**config.mk**
```make
export PLATFORM = sky130hd
export DESIGN_NAME = core_lsu_flat
export DESIGN_NICKNAME = d
export VERILOG_FILES = /design/src/rtl/core_lsu_pkg.sv /design/src/rtl/core_lsu_if.sv /design/src/rtl/core_lsu_align.sv /design/src/rtl/core_lsu.sv /design/src/flat_wrapper.sv
export SDC_FILE = /design/constraint.sdc
export NUM_CORES = 1
export LEC_CHECK = 0
export ABC_AREA = 0
export CORE_MARGIN = 2
export CORE_UTILIZATION = 35
export DETAILED_ROUTE_END_ITERATION = 16
export PLACE_DENSITY_LB_ADDON = 0.08
export SLEW_MARGIN = 10
export SYNTH_ARGS = -nofsm -noshare
export SYNTH_HDL_FRONTEND = slang
export SYNTH_HIERARCHICAL = 1
export SYNTH_SLANG_ARGS = --single-unit
```
**constraint.sdc**
```tcl
create_clock -name clk -period 2.75 [get_ports clk]
set_clock_uncertainty 0.1 [all_clocks]
set_input_delay 0.4125 -clock clk [delete_from_list [all_inputs] [get_ports clk]]
set_output_delay 0.4125 -clock clk [all_outputs]
set_load 0.1 [all_outputs]
```
**src/rtl/core_lsu_pkg.sv**
```systemverilog
// Shared types for the Adelie load/store unit: FSM states, internal op encoding,
// byte-enable constants and small decode helpers.
package core_lsu_pkg;

  localparam int unsigned XLEN   = 32;
  localparam int unsigned NBYTES = XLEN / 8;
  localparam int unsigned NOPS   = 8;

  typedef enum logic [1:0] {
    ST_IDLE = 2'd0,
    ST_REQ  = 2'd1,
    ST_DONE = 2'd2
  } state_e;

  // Encoding matches the bit position of each op in the one-hot select vector.
  typedef enum logic [2:0] {
    OP_LB  = 3'd0,
    OP_LH  = 3'd1,
    OP_LW  = 3'd2,
    OP_LBU = 3'd3,
    OP_LHU = 3'd4,
    OP_SB  = 3'd5,
    OP_SH  = 3'd6,
    OP_SW  = 3'd7
  } op_e;

  typedef enum logic [1:0] {
    SZ_B = 2'd0,
    SZ_H = 2'd1,
    SZ_W = 2'd2
  } size_e;

  localparam logic [NBYTES-1:0] BE_B0  = 4'b0001;
  localparam logic [NBYTES-1:0] BE_B1  = 4'b0010;
  localparam logic [NBYTES-1:0] BE_B2  = 4'b0100;
  localparam logic [NBYTES-1:0] BE_B3  = 4'b1000;
  localparam logic [NBYTES-1:0] BE_HLO = 4'b0011;
  localparam logic [NBYTES-1:0] BE_HHI = 4'b1100;
  localparam logic [NBYTES-1:0] BE_W   = 4'b1111;

  typedef struct packed {
    logic              we;
    logic [XLEN-1:0]   addr;
    logic [NBYTES-1:0] be;
    logic [XLEN-1:0]   wdata;
  } mem_cmd_t;

  function automatic size_e op_size(input op_e op);
    case (op)
      OP_LB, OP_LBU, OP_SB: return SZ_B;
      OP_LH, OP_LHU, OP_SH: return SZ_H;
      default:              return SZ_W;
    endcase
  endfunction

  function automatic logic op_unsigned(input op_e op);
    return (op == OP_LBU) || (op == OP_LHU);
  endfunction

  function automatic logic op_store(input op_e op);
    return (op == OP_SB) || (op == OP_SH) || (op == OP_SW);
  endfunction

  function automatic logic op_misaligned(input op_e op, input logic [1:0] lo);
    case (op_size(op))
      SZ_H:    return lo[0];
      SZ_W:    return |lo;
      default: return 1'b0;
    endcase
  endfunction

  // Only meaningful for a one-hot select; validity is checked separately.
  function automatic op_e op_decode(input logic [NOPS-1:0] sel);
    op_e op;
    op = OP_LB;
    for (int i = 0; i < int'(NOPS); i++) begin
      if (sel[i]) op = op_e'(3'(i));
    end
    return op;
  endfunction

endpackage

```
**src/rtl/core_lsu_if.sv**
```systemverilog
// Data-memory req/ack bus between core_lsu (master) and the data memory (slave).
interface core_lsu_if;
  import core_lsu_pkg::*;

  logic              mem_req;
  logic              mem_we;
  logic [XLEN-1:0]   mem_addr;
  logic [NBYTES-1:0] mem_be;
  logic [XLEN-1:0]   mem_wdata;
  logic              mem_ack;
  logic [XLEN-1:0]   mem_rdata;

  modport master (
    output mem_req, mem_we, mem_addr, mem_be, mem_wdata,
    input  mem_ack, mem_rdata
  );

  modport slave (
    input  mem_req, mem_we, mem_addr, mem_be, mem_wdata,
    output mem_ack, mem_rdata
  );

endinterface

```
**src/rtl/core_lsu_align.sv**
```systemverilog
// Byte-lane logic shared by the store and load paths: byte enables,
// store-data replication and load extraction with sign/zero extension.
module core_lsu_align
  import core_lsu_pkg::*;
(
  input  op_e               i_op,
  input  logic [1:0]        i_addr_lo,
  input  logic [XLEN-1:0]   i_st_data,
  input  logic [XLEN-1:0]   i_ld_word,
  output logic [NBYTES-1:0] o_be_c,
  output logic [XLEN-1:0]   o_st_rep_c,
  output logic [XLEN-1:0]   o_ld_data_c
);

  logic [7:0]  w_byte;
  logic [15:0] w_half;
  logic        w_sext;

  always_comb begin
    w_byte      = i_ld_word[7:0];
    w_half      = i_addr_lo[1] ? i_ld_word[31:16] : i_ld_word[15:0];
    w_sext      = !op_unsigned(i_op);
    o_be_c      = BE_W;
    o_st_rep_c  = i_st_data;
    o_ld_data_c = i_ld_word;

    case (i_addr_lo)
      2'd0:    w_byte = i_ld_word[7:0];
      2'd1:    w_byte = i_ld_word[15:8];
      2'd2:    w_byte = i_ld_word[23:16];
      default: w_byte = i_ld_word[31:24];
    endcase

    case (op_size(i_op))
      SZ_B: begin
        case (i_addr_lo)
          2'd0:    o_be_c = BE_B0;
          2'd1:    o_be_c = BE_B1;
          2'd2:    o_be_c = BE_B2;
          default: o_be_c = BE_B3;
        endcase
        o_st_rep_c  = {4{i_st_data[7:0]}};
        o_ld_data_c = {{24{w_sext & w_byte[7]}}, w_byte};
      end
      SZ_H: begin
        o_be_c      = i_addr_lo[1] ? BE_HHI : BE_HLO;
        o_st_rep_c  = {2{i_st_data[15:0]}};
        o_ld_data_c = {{16{w_sext & w_half[15]}}, w_half};
      end
      default: ;
    endcase
  end

endmodule

```
**src/rtl/core_lsu.sv**
```systemverilog
// Load/store unit: runs one data-memory transaction per accepted start and
// returns extended load data; all outputs are registered.
module core_lsu
  import core_lsu_pkg::*;
(
  input  logic            clk,
  input  logic            rst_n,
  input  logic            start,
  input  logic            i_lb,
  input  logic            i_lh,
  input  logic            i_lw,
  input  logic            i_lbu,
  input  logic            i_lhu,
  input  logic            i_sb,
  input  logic            i_sh,
  input  logic            i_sw,
  input  logic [XLEN-1:0] addr,
  input  logic [XLEN-1:0] wdata,
  output logic            busy,
  output logic            done,
  output logic [XLEN-1:0] rdata,
  output logic            misaligned,
  core_lsu_if.master      mem
);

  state_e            r_state, w_state_nxt;
  op_e               r_op, w_op_nxt;
  logic [1:0]        r_addr_lo, w_addr_lo_nxt;
  mem_cmd_t          r_cmd, w_cmd_nxt;
  logic              r_req, w_req_nxt;
  logic              r_busy, w_busy_nxt;
  logic              r_done, w_done_nxt;
  logic              r_mis, w_mis_nxt;
  logic [XLEN-1:0]   r_rdata, w_rdata_nxt;

  logic [NOPS-1:0]   w_sel;
  logic              w_sel_ok;
  op_e               w_in_op;
  logic              w_in_mis;
  op_e               w_align_op;
  logic [1:0]        w_align_lo;
  logic [NBYTES-1:0] w_be;
  logic [XLEN-1:0]   w_st_rep;
  logic [XLEN-1:0]   w_ld_data;

  assign w_sel    = {i_sw, i_sh, i_sb, i_lhu, i_lbu, i_lw, i_lh, i_lb};
  assign w_sel_ok = $onehot(w_sel);
  assign w_in_op  = op_decode(w_sel);
  assign w_in_mis = op_misaligned(w_in_op, addr[1:0]);

  // In IDLE the lane logic serves the incoming store; afterwards the held load.
  assign w_align_op = (r_state == ST_IDLE) ? w_in_op : r_op;
  assign w_align_lo = (r_state == ST_IDLE) ? addr[1:0] : r_addr_lo;

  core_lsu_align u_align (
    .i_op        (w_align_op),
    .i_addr_lo   (w_align_lo),
    .i_st_data   (wdata),
    .i_ld_word   (mem.mem_rdata),
    .o_be_c      (w_be),
    .o_st_rep_c  (w_st_rep),
    .o_ld_data_c (w_ld_data)
  );

  always_ff @(posedge clk or negedge rst_n) begin
    if (!rst_n) begin
      r_state   <= ST_IDLE;
      r_op      <= OP_LB;
      r_addr_lo <= 2'b00;
      r_cmd     <= '0;
      r_req     <= 1'b0;
      r_busy    <= 1'b0;
      r_done    <= 1'b0;
      r_mis     <= 1'b0;
      r_rdata   <= '0;
    end else begin
      r_state   <= w_state_nxt;
      r_op      <= w_op_nxt;
      r_addr_lo <= w_addr_lo_nxt;
      r_cmd     <= w_cmd_nxt;
      r_req     <= w_req_nxt;
      r_busy    <= w_busy_nxt;
      r_done    <= w_done_nxt;
      r_mis     <= w_mis_nxt;
      r_rdata   <= w_rdata_nxt;
    end
  end

  always_comb begin
    w_state_nxt   = r_state;
    w_op_nxt      = r_op;
    w_addr_lo_nxt = r_addr_lo;
    w_cmd_nxt     = r_cmd;
    w_req_nxt     = r_req;
    w_busy_nxt    = r_busy;
    w_done_nxt    = 1'b0;
    w_mis_nxt     = 1'b0;
    w_rdata_nxt   = r_rdata;

    case (r_state)
      ST_IDLE: begin
        if (start && w_sel_ok) begin
          w_busy_nxt = 1'b1;
          if (w_in_mis) begin
            w_state_nxt = ST_DONE;
            w_done_nxt  = 1'b1;
            w_mis_nxt   = 1'b1;
            w_rdata_nxt = '0;
          end else begin
            w_state_nxt     = ST_REQ;
            w_op_nxt        = w_in_op;
            w_addr_lo_nxt   = addr[1:0];
            w_req_nxt       = 1'b1;
            w_cmd_nxt.we    = op_store(w_in_op);
            w_cmd_nxt.addr  = {addr[XLEN-1:2], 2'b00};
            w_cmd_nxt.be    = w_be;
            w_cmd_nxt.wdata = w_st_rep;
          end
        end
      end
      ST_REQ: begin
        if (mem.mem_ack) begin
          w_state_nxt = ST_DONE;
          w_req_nxt   = 1'b0;
          w_done_nxt  = 1'b1;
          w_rdata_nxt = op_store(r_op) ? '0 : w_ld_data;
        end
      end
      ST_DONE: begin
        w_state_nxt = ST_IDLE;
        w_busy_nxt  = 1'b0;
      end
      default: begin
        w_state_nxt = ST_IDLE;
        w_busy_nxt  = 1'b0;
        w_req_nxt   = 1'b0;
      end
    endcase
  end

  assign busy          = r_busy;
  assign done          = r_done;
  assign rdata         = r_rdata;
  assign misaligned    = r_mis;
  assign mem.mem_req   = r_req;
  assign mem.mem_we    = r_cmd.we;
  assign mem.mem_addr  = r_cmd.addr;
  assign mem.mem_be    = r_cmd.be;
  assign mem.mem_wdata = r_cmd.wdata;

endmodule
```
**src/flat_wrapper.sv**
```systemverilog
// flat-port wrapper written by rule: the top's interface ports become plain ports
module core_lsu_flat import core_lsu_pkg::*;
  (clk, rst_n, start, i_lb, i_lh, i_lw, i_lbu, i_lhu, i_sb, i_sh, i_sw, addr, wdata, busy, done, rdata, misaligned, mem_mem_req, mem_mem_we, mem_mem_addr, mem_mem_be, mem_mem_wdata, mem_mem_ack, mem_mem_rdata);
  core_lsu_if mem_i ();
  input  logic clk;
  input  logic rst_n;
  input  logic start;
  input  logic i_lb;
  input  logic i_lh;
  input  logic i_lw;
  input  logic i_lbu;
  input  logic i_lhu;
  input  logic i_sb;
  input  logic i_sh;
  input  logic i_sw;
  input  logic [XLEN-1:0] addr;
  input  logic [XLEN-1:0] wdata;
  output logic busy;
  output logic done;
  output logic [XLEN-1:0] rdata;
  output logic misaligned;
  output wire logic [$bits(mem_i.mem_req)-1:0] mem_mem_req;
  output wire logic [$bits(mem_i.mem_we)-1:0] mem_mem_we;
  output wire logic [$bits(mem_i.mem_addr)-1:0] mem_mem_addr;
  output wire logic [$bits(mem_i.mem_be)-1:0] mem_mem_be;
  output wire logic [$bits(mem_i.mem_wdata)-1:0] mem_mem_wdata;
  input wire logic [$bits(mem_i.mem_ack)-1:0] mem_mem_ack;
  input wire logic [$bits(mem_i.mem_rdata)-1:0] mem_mem_rdata;
  assign mem_mem_req = mem_i.mem_req;
  assign mem_mem_we = mem_i.mem_we;
  assign mem_mem_addr = mem_i.mem_addr;
  assign mem_mem_be = mem_i.mem_be;
  assign mem_mem_wdata = mem_i.mem_wdata;
  assign mem_i.mem_ack = mem_mem_ack;
  assign mem_i.mem_rdata = mem_mem_rdata;
  core_lsu u_core (.clk(clk), .rst_n(rst_n), .start(start), .i_lb(i_lb), .i_lh(i_lh), .i_lw(i_lw), .i_lbu(i_lbu), .i_lhu(i_lhu), .i_sb(i_sb), .i_sh(i_sh), .i_sw(i_sw), .addr(addr), .wdata(wdata), .busy(busy), .done(done), .rdata(rdata), .misaligned(misaligned), .mem(mem_i));
endmodule
```
Word level (Yosys, flattened, before mapping)
Index checks and enable logic that the tools add are counted.

Add/sub/neg operators: 7. Mux-type cells: 39. Bitwise operators: 5. Eq/ne operators: 26. Reductions and logical operators: 23.

Operator list (number): $pmux W32 S2 (3); $mux W32 (4); $eq A3 B3 Y1 const B (10); $pmux W8 S3 (1); $mux W3 (7); $mux W16 (1); $add A4 B4 Y4 (3); $pmux W2 S2 (3); $pmux W4 S3 (1); $reduce_or A3 Y1 (4); $mux W1 (9); $add A1 B1 Y2 (4); $eq A2 B1 Y1 const B (4); $mux W2 (4); $pmux W4 S2 (1); $reduce_and A4 Y1 (2); $eq A2 B2 Y1 const B (3); $eq A3 B1 Y1 const B (2); $eq A3 B2 Y1 const B (2); $logic_not A2 Y1 (3); $logic_not A3 Y1 (2); $ne A2 B2 Y1 const B (3); $pmux W1 S2 (3); $logic_or A1 B1 Y1 (5); other kinds (12) (16).

Bits in registers: 110. Logic and storage cells: 112. Output and inout bits: 105. Input bits: 108.

Longest topological paths before layout
Depth after elaboration: 16. Mapped depth: 15. Mapped depth without buffers: 13.

By module
The synthesis kept the hierarchy.

By module, submodules not included: core_lsu (seq. area each 2752.6 um2, instances 1, area each 4377.9 um2, cells an instance 298); core_lsu_align (seq. area each 0.0 um2, instances 1, area each 1167.4 um2, cells an instance 165).

Worst setup path after synthesis
OpenSTA, ideal clock, no wires.

Path type: input -> register. Start point: input i_lb. End point: register u_core.r_cmd (netlist bit u_core/mem.mem_addr[25]). Setup time: 128 ps. Buffers on the path: 2. Stages: 14. Arrival time: 3799 ps. Setup slack: -1277 ps. Required time: 2522 ps. Path through: inv_1 fa_1 fa_1 fa_1 inv_1 ha_1 inv_1 fa_1 a211oi_1 mux2i_1 a211oi_2 buf_6 buf_6 mux2_1.

Word-level cells in the longest chain between the ends: 6.

Ends and longest elaborated chain: start: declaration (RTL line flat_wrapper.sv:8) `input logic i_lb;`; $add A1 B1 Y2 (not written as such) (RTL line core_lsu.sv:47) `assign w_sel_ok = $onehot(w_sel);`; $add A4 B4 Y4 (not written as such) (2 in a row) (RTL line core_lsu.sv:47); $eq A4 B1 Y1 (RTL line core_lsu.sv:47); $logic_and A1 B1 Y1 (RTL line core_lsu.sv:102) `if (start && w_sel_ok) begin`; $reduce_and A3 Y1 (no source line); end signal: assignment (RTL line core_lsu.sv:80) `r_cmd <= w_cmd_nxt;`; end: declaration (RTL line core_lsu.sv:29) `mem_cmd_t r_cmd, w_cmd_nxt;`.

No other way between the ends. A chain may end at the register's enable or synchronous reset.

Worst setup path after layout
Start point: input i_sb. End point: register u_core.r_cmd (netlist bit u_core/mem.mem_addr[3]).

Word-level cells in the longest chain between the ends: 10. Elaborated cells between the ends (all ways): 22. Classes of those cells: add/sub: 3; eq/ne: 8; mux: 5; bitwise: 1; reduce/logical: 5.

Ends and longest elaborated chain: start: declaration (RTL line flat_wrapper.sv:13) `input logic i_sb;`; parallel branches: the longest is 9 deep, another holds $add A4 B4 Y4; $reduce_and A3 Y1 (no source line) *.

Every way passes the cells marked *.

==> run metrics <==
status finished with violations; failing checks hold timing, setup timing; drc violations 0; Clk Latency, worst-skew pair 0.35 ns; I/O pin cnt 213; Hold Violations, Final 9; worst-case clock buffer depth 2; vias per cell 5.00; DRT iter0 DRCs 220; FF+latch count, synth 110; RSZ-0062 raised after global routing yes; Hold Path Class in2async; Fmax achieved 261 MHz; core area 15700 um2; Slew HR 45.9%; total wire length 17.8 mm; TritonCTS buffer count 9; Crit path arrival time 3.96 ns; num rows 46; Area Growth Syn to Fin 59.4%; Reg clk slew, reported paths 0.08 ns; Gate Count Post-Synth 463; H-tree levels 3; CP Class in2reg; Final Wtd Congestion 0.842; die height 130 um; PortBufs 210; initial core utilization 35.4%; die footprint 16900 um2; Final Worst Setup Slack -1.08 ns; CTS tree yes; Period minus WS final 3.83 ns; Yosys cell types 53; vias 4701; grt ovf 0; fin. max-slew vios 0; share of layout cells above drive strength 1 42.0%; Layout Utilization 56.5%; worst-path fanout max 5; # diodes 0; Seq/Total Area, Yosys 49.6%; Startpoint Class input port; Yosys top cell by area dfrtp_1; average wire per standard cell 18.9 um; 1st-pass router iterations 5; ys async rst share 100%; top_reg_cell synth dfrtp_1; initial antenna violation count 0; largest net degree at the start of global routing 49; root buffer cell clkbuf_16; first-pass GRT wire length 26.5 mm; Synth Cell Area 5550 um2; worst hold slack -0.0114 ns; Max-cap violations 0; CP required 2.88 ns; Synth top area share 49.6%; top cells by area, synth dfrtp_1 50%, mux2_2 14%, a22o_1 5.1%; vias in the first global route 4940; Worst-Margin Slew 0.811 ns; Routed Antenna Nets 0; nets 834; TritonCTS Sinks 110; die width 130 um; detailed placement HPWL 12.7 mm; overall routing resource usage 20.3%; Yosys warning count 6; CP Capture Type flop; fin crit share 139%; Avg Inst Size Synth 12.0 um2; Final setup viols 110; Post-synth EDFFs 0
[layout make-up]
cell class | count | area (um2)
multi-input cells | 293 | 2770
clock buffers | 10 | 239
clock inverters | 6 | 57.6
fillers | 1369 | 6820
flip-flops and latches | 110 | 2750
repair buffers | 282 | 2650
well taps | 216 | 270
inverters | 23 | 96.3
[cells by family (layout without fill, tap and decap cells)]
group | Yosys count | after routing | share of synthesized area (%)
adder cells (fa/ha/maj) | 7 | 7 | 2.12
AO/OA/AOI/OAI | 104 | 104 | 15.4
XOR/XNOR | 2 | 2 | 0.451
multiplexers | 96 | 96 | 19.8
flip-flops | 110 | 110 | 49.6
other | 1 | 2 | 0.0676
buffers and inverters | 61 | 321 | 5.66
AND/OR/NAND/NOR | 82 | 82 | 6.88
[repair_timing]
item | 4_1_cts | 5_1_grt
gates resized for setup | 60 | 21
hold buffers | 0 | 0
endpoints found under the setup margin | 110 | 110
pin swaps | 7 | 35
cloned | 1 | 6
hold endpoints to repair | 0 | 0
setup buffers | 4 | 9
[final timing paths]
check	slack, ns	to	cells past startpoint	start
setup / recovery	-1.08	u_core/mem.mem_addr[3]	15	i_sb
hold / removal	-0.01	u_core/rdata[12]	1	rst_n
setup reg to reg	-0.18	u_core/rdata[19]	9	u_core/r_state[0]
hold reg to reg	0.39	u_core/busy	1	u_core/busy
max in group asynchronous	1.81	u_core/mem.mem_wdata[8]	2	rst_n
min in group clk	0.39	u_core/busy	1	u_core/busy
[cells in the final DEF (no fill, tap or decap), types with 12 or more instances in the layout]
cell type / synthesis / routed
buf_4: 14 / 154
dfrtp_1: 110 / 110
clkdlybuf4s50_1: 0 / 103
mux2_4: 0 / 60
a22o_1: 32 / 32
nand2_1: 32 / 32
nor2_1: 26 / 23
mux2_2: 70 / 20
a21o_1: 18 / 18
inv_1: 23 / 16
clkbuf_16: 0 / 14
a221o_1: 14 / 14
mux2i_1: 13 / 12
[registers in the layout, summed over array words and instances (netlist names)]
signal,flops
u_core/mem.mem_wdata,32
u_core/rdata,32
u_core/mem.mem_addr,30
u_core/mem.mem_be,4
u_core/r_op,3
u_core/r_addr_lo,2
u_core/r_state,2
u_core/busy,1
u_core/done,1
u_core/mem.mem_req,1
u_core/mem.mem_we,1
u_core/misaligned,1
[layer usage]
| layer | vias to the layer above | track usage, % | routed length (um) |
|---|---|---|---|
| li1 | 2179 | - | - |
| met5 | - | 0 | 0 |
| met1 | 2332 | 27.8 | 8020 |
| met3 | 19 | 5.00 | 1190 |
| met2 | 171 | 32.3 | 8300 |
| met4 | 0 | 5.57 | 293 |
[per-stage QoR]
stage	area (um2)	worst slack (ns)	instances	TNS (ns)	hold WS [ns]
floorplan	5660	-1.18	464	-111.72	0.0169
global placement	8050	-1.85	907	-196.91	0.373
detailed placement	8050	-2.00	907	-210.62	0.376
CTS	8560	-1.17	928	-118.28	0.0129
global route	8840	-1.16	940	-117.54	0.0372
finish	8840	-1.08	940	-108.79	-0.0114
[worst max-delay path, stage by stage]
cell             delay, ns
clkdlybuf4s50_1       0.51
inv_1                 0.09
fa_1                  0.57
fa_1                  0.43
inv_2                 0.08
ha_4                  0.13
inv_2                 0.03
fa_2                  0.52
nand4_1               0.15
a211oi_4              0.25
buf_6                 0.16
buf_12                0.13
buf_6                 0.09
buf_6                 0.10
mux2_4                0.30
[synthesized netlist by cell type (4+ instances only)]
cell / n
o21ai_0: 4
nor2b_1: 4
inv_1: 23
a221o_1: 14
nor2_1: 26
fa_1: 4
a22o_1: 32
buf_2: 13
nand2_1: 32
clkbuf_1: 6
buf_4: 14
mux2_2: 70
dfrtp_1: 110
a21oi_1: 9
mux2_1: 10
mux2i_1: 13
a21o_1: 18
a22oi_1: 10
Power is left out: the tool's default activity adds up to more than one toggle a clock period on the data nets, which glitch-free logic cannot reach.
